==> src/rtl/step_sequencer.sv <==
// Microcode T-state sequencer: walks step 0..LAST_STEP per instruction with stall,
// early end (clr), HALT/resume, a one-hot step bus and a saturating retire counter.
module step_sequencer #(
  parameter int STEP_W    = 3,
  parameter int LAST_STEP = 7,
  parameter int CNT_W     = 16
) (
  input  logic                 clk,
  input  logic                 reset,
  input  logic                 en,
  input  logic                 clr,
  input  logic                 halt_req,
  input  logic                 resume,
  output logic [STEP_W-1:0]    step,
  output logic [2**STEP_W-1:0] step_onehot,
  output logic                 instr_done,
  output logic                 halted,
  output logic [CNT_W-1:0]     retired
);

  localparam logic [STEP_W-1:0] LAST    = STEP_W'(LAST_STEP);
  localparam logic [CNT_W-1:0]  CNT_MAX = {CNT_W{1'b1}};

  if (LAST_STEP <= 0 || LAST_STEP >= 2**STEP_W) begin : g_bad_last_step
    $error("step_sequencer: LAST_STEP must satisfy 0 < LAST_STEP < 2**STEP_W");
  end

  typedef enum logic {
    RUN    = 1'b0,
    HALTED = 1'b1
  } state_t;

  state_t              state_r;
  state_t              next_state_s;
  logic [STEP_W-1:0]   step_next_s;
  logic                done_next_s;
  logic                retire_s;

  // Next-state, next-step and retire decode; clr outranks halt_req, which outranks stall.
  always_comb begin
    next_state_s = state_r;
    step_next_s  = step;
    done_next_s  = 1'b0;
    retire_s     = 1'b0;
    case (state_r)
      RUN: begin
        if (clr) begin
          step_next_s = {STEP_W{1'b0}};
          done_next_s = 1'b1;
          retire_s    = 1'b1;
        end else if (halt_req) begin
          next_state_s = HALTED;
          step_next_s  = {STEP_W{1'b0}};
        end else if (!en) begin
          step_next_s = step;
        end else if (step == LAST) begin
          step_next_s = {STEP_W{1'b0}};
          done_next_s = 1'b1;
          retire_s    = 1'b1;
        end else begin
          step_next_s = step + STEP_W'(1);
        end
      end
      HALTED: begin
        step_next_s = {STEP_W{1'b0}};
        if (resume) begin
          next_state_s = RUN;
        end else begin
          next_state_s = HALTED;
        end
      end
      default: begin
        next_state_s = RUN;
        step_next_s  = {STEP_W{1'b0}};
      end
    endcase
  end

  // State, step, retire pulse and saturating retire counter registers.
  always_ff @(posedge clk or posedge reset) begin
    if (reset) begin
      state_r    <= RUN;
      step       <= {STEP_W{1'b0}};
      instr_done <= 1'b0;
      retired    <= {CNT_W{1'b0}};
    end else begin
      state_r    <= next_state_s;
      step       <= step_next_s;
      instr_done <= done_next_s;
      if (retire_s && (retired != CNT_MAX)) begin
        retired <= retired + CNT_W'(1);
      end else begin
        retired <= retired;
      end
    end
  end

  assign halted = (state_r == HALTED);

  // One-hot decode of the registered step; blanked while halted.
  always_comb begin
    step_onehot = {(2**STEP_W){1'b0}};
    if (state_r == RUN) begin
      step_onehot[step] = 1'b1;
    end else begin
      step_onehot = {(2**STEP_W){1'b0}};
    end
  end

endmodule

==> config.mk <==
export PLATFORM = sky130hd
export DESIGN_NAME = step_sequencer
export DESIGN_NICKNAME = d
export VERILOG_FILES = /design/src/rtl/step_sequencer.sv
export SDC_FILE = /design/constraint.sdc
export NUM_CORES = 1
export LEC_CHECK = 0
export BUFFER_PORTS_ARGS = -buffer_cell sky130_fd_sc_hd__buf_4
export CAP_MARGIN = 20
export CORE_MARGIN = 8
export CORE_UTILIZATION = 45
export DETAILED_ROUTE_END_ITERATION = 16
export HOLD_SLACK_MARGIN = 0.12
export PLACE_DENSITY = 0.74
export SLEW_MARGIN = 40
export SYNTH_ARGS = -nofsm -noshare
export SYNTH_HDL_FRONTEND = slang
export SYNTH_SLANG_ARGS = --single-unit
==> constraint.sdc <==
create_clock -name clk -period 1.8 [get_ports clk]
set_clock_uncertainty 0.1 [all_clocks]
set_input_delay 0 -clock clk [delete_from_list [all_inputs] [get_ports clk]]
set_output_delay 0 -clock clk [all_outputs]
set_load 0.01 [all_outputs]
==> results.yml <==
sta:
  rsz0062_at_grt: "yes"
  tightest_slew_ps: 372
  setup_tns_ps: -12.6
  period_share_pct: 100
  timing.hold.ws_ps: 156
  clock.fmax_ghz: 0.554
  finalWorstSetupSlack_ps: -6.51
  drv_slew: 0
  relSlewSlack_pct: 75.2
  finalSetupViolCount: 2
  finalHoldViolations: 0
  min_period_ps: 1810
global_route:
  grt_overflow: 0
  grt.total_usage_pct: 13.5
  grt_pass1_vias: 1060
  antenna_found_initial: 0
  grt_max_degree: 22
  grt_pass1_wl_um: 4860
flow_run:
  cap_violations: 0
die:
  rows: 18
  initial_utilization_pct: 47.8
  dieArea_sq_um: 4530
  core_area_sq_um: 2480
  die_x_um: 67.3
  fp.dieH_um: 67.3
  ioPinCount: 35
placement:
  hpwl_um: 2290
  place_ws_ps: -62.9
  port_buffers: 34
  place_area_sq_um: 1600
  gp_congestion: 0.802
cells_and_area:
  area_delta_synth_final_pct: 44.6
  fin_nets: 174
  drive_above_1_share_pct: 42.7
  stdcell_area_sq_um: 1710
  fillCellCount: 195
  diodes: 0
clock_network:
  path_clk_slew_ps: 120
  htree_levels: 1
  clkLatencyLatePin_ps: 310
  cts_sinks: 21
  cts-root-buf: "clkbuf_4"
  clk_path_buf_depth: 2
  cts_tree: "done"
  cts_setup_buffers: 0
  numCtsBuffers: 3
synth:
  yosysMostFrequentCell: "dfrtp_1"
  synth_edf_count: 0
  async_flop_share_pct: 100
  synth.distinct_cells: 33
  netlist.area_leader.share_pct: 44.4
  synth_area_sq_um: 1180
  synth_ff_type: "dfrtp_1"
  syn_avg_cell_area_sq_um: 10.9
  syn_nets: 118
  synth-seq-cells: 21
  syn_inst: 109
  yosysWarnings: 0
  synth_largest_area_cell: "dfrtp_1"
  ys_top_cells_by_area: "dfrtp_1 44%, xor2_1 5.2%, xnor2_1 4.4%, nor3_1 3.8%, ha_1 3.2%"
  synth_common_cells: "21 x dfrtp_1, 9 x nor3_1, 7 x nor2_1, 7 x xor2_1, 6 x xnor2_1"
  yosysSeqAreaShare_pct: 44.4
setup_path:
  crit_fanout: 5
  required_ps: 1930
  cp.arrival_ps: 1930
  start_kind: "flip-flop"
  r2r_cells: 7
  worstSetupPathType: "reg2reg"
  endpoint_kind: "flip-flop"
detailed_routing:
  first_pass_iters: 4
  route.met3.wl_um: 170
  wl_met2_um: 1550
  vias: 1041
  drt_iter0_markers: 20
  postRouteAntennaNets: 0
  wl_per_cell_um: 15.4
  drc: 0
  wl_met1_um: 1240
  top_layer_used: "met4"
  vias_per_cell: 5.37
  drt_wl_total_um: 2990
power:
  ir_worst_vdd_uv: 876
  intPower_mw: 0.951
  p_leak_nw: 0.825
  switching_share_pct: 35.4
  p_seq_share_pct: 45.6
  total_power_mw: 1.47
  switching_power_mw: 0.522
  comb_power_share_pct: 38.9
  power_density_nw_per_um2: 860
  p_clk_share_pct: 15.5
status:
  outcome: "finished, violations left"
  violations: "negative setup slack"
worst_hold_path:
  min_path_type: "in2async"
==> metrics by stage <==
stage / std cells / util [%]
6_report: 194 / 69.1
2_1_floorplan: 109 / -
3_5_place_dp: 184 / 64.6
3_3_place_gp: 184 / 64.6
5_1_grt: 194 / 69.1
4_1_cts: 194 / 68.7
==> critical path: stages, from the launching register on <==
cell      delay (ps)
dfrtp_2          400
ha_4             140
ha_4             140
nand3b_4          80
a21o_1           230
buf_4            180
nor4_2           270
xor2_1           190
==> cell usage in the layout, fill, tap and decap left out, types with 3 or more instances in the layout <==
cell           netlist  routed
nand4_1              5       5
nand2_1              5       5
buf_4                0      46
dfrtp_1             21      18
inv_1                5       5
nand3_1              5       5
mux2i_1              3       3
dlygate4sd3_1        0       6
nor2_1               7       7
xor2_1               7       7
clkbuf_4             0       3
dfrtp_2              0       3
nand2b_1             4       4
nor3_1               9       7
and2_1               4       4
xnor2_1              6       6
==> per-layer routing <==
metal | up-vias | global-route usage (%)
li1 | 500 | -
met5 | - | 0
met1 | 501 | 16.1
met3 | 4 | 2.65
met4 | 0 | 3.92
met2 | 36 | 24.0
==> kinds of logic (layout without fill, tap and decap cells) <==
family,after synthesis,count (layout),synth area share [%]
adders and majority gates,3,3,3.17
xor gates and xnor gates,13,13,9.62
buffers and inverters,7,62,2.85
DFF,21,21,44.4
AOI/OAI and AO/OA,6,6,5.39
muxes,5,5,4.76
and+or+nand+nor,54,54,29.8
==> worst paths after layout <==
check | from | to | slack (ps)
setup / recovery | step[0]$_DFFE_PP0P_ | retired[6]$_DFFE_PP0P_ | -7
setup reg to reg | step[0]$_DFFE_PP0P_ | retired[6]$_DFFE_PP0P_ | -7
min in group clk | retired[6]$_DFFE_PP0P_ | retired[6]$_DFFE_PP0P_ | 430
hold reg to reg | retired[6]$_DFFE_PP0P_ | retired[6]$_DFFE_PP0P_ | 430
max in group asynchronous | reset | step[1]$_DFFE_PP0P_ | 1200
hold / removal | reset | retired[11]$_DFFE_PP0P_ | 160
==> power groups by stage <==
stage / clock (mW) / sequential [mW] / combinational, mW
after global placement: 0 / 0.674 / 0.547
after CTS: 0.233 / 0.672 / 0.575
after global routing: 0.256 / 0.686 / 0.620
final: 0.228 / 0.672 / 0.573
after floorplan: 0 / 0.729 / 0.218
after detailed placement: 0 / 0.682 / 0.558
==> cell type report <==
class                           instances  area [sq um]  share of cell area, %
Multi-Input combinational cell         81           682                   39.8
Clock inverter                          1          5.00                  0.292
Sequential cell                        21           529                   30.9
Timing Repair Buffer                   53           417                   24.3
Clock buffer                            3          22.5                   1.32
Tap cell                               30          37.5                   2.19
Inverter                                5          18.8                   1.10
==> flip-flops by register name (all words and copies together) (netlist names) <==
register and flops:
instr_done 1, step 3, halted 1, retired 16
==> timing repair <==
action	4_1_cts	5_1_grt
hold buffers	6	0
setup endpoints to repair	7	14
pin swaps	7	5
gates resized for setup	2	2
hold endpoints to repair	26	0
Power figures use the tool's default switching activity.
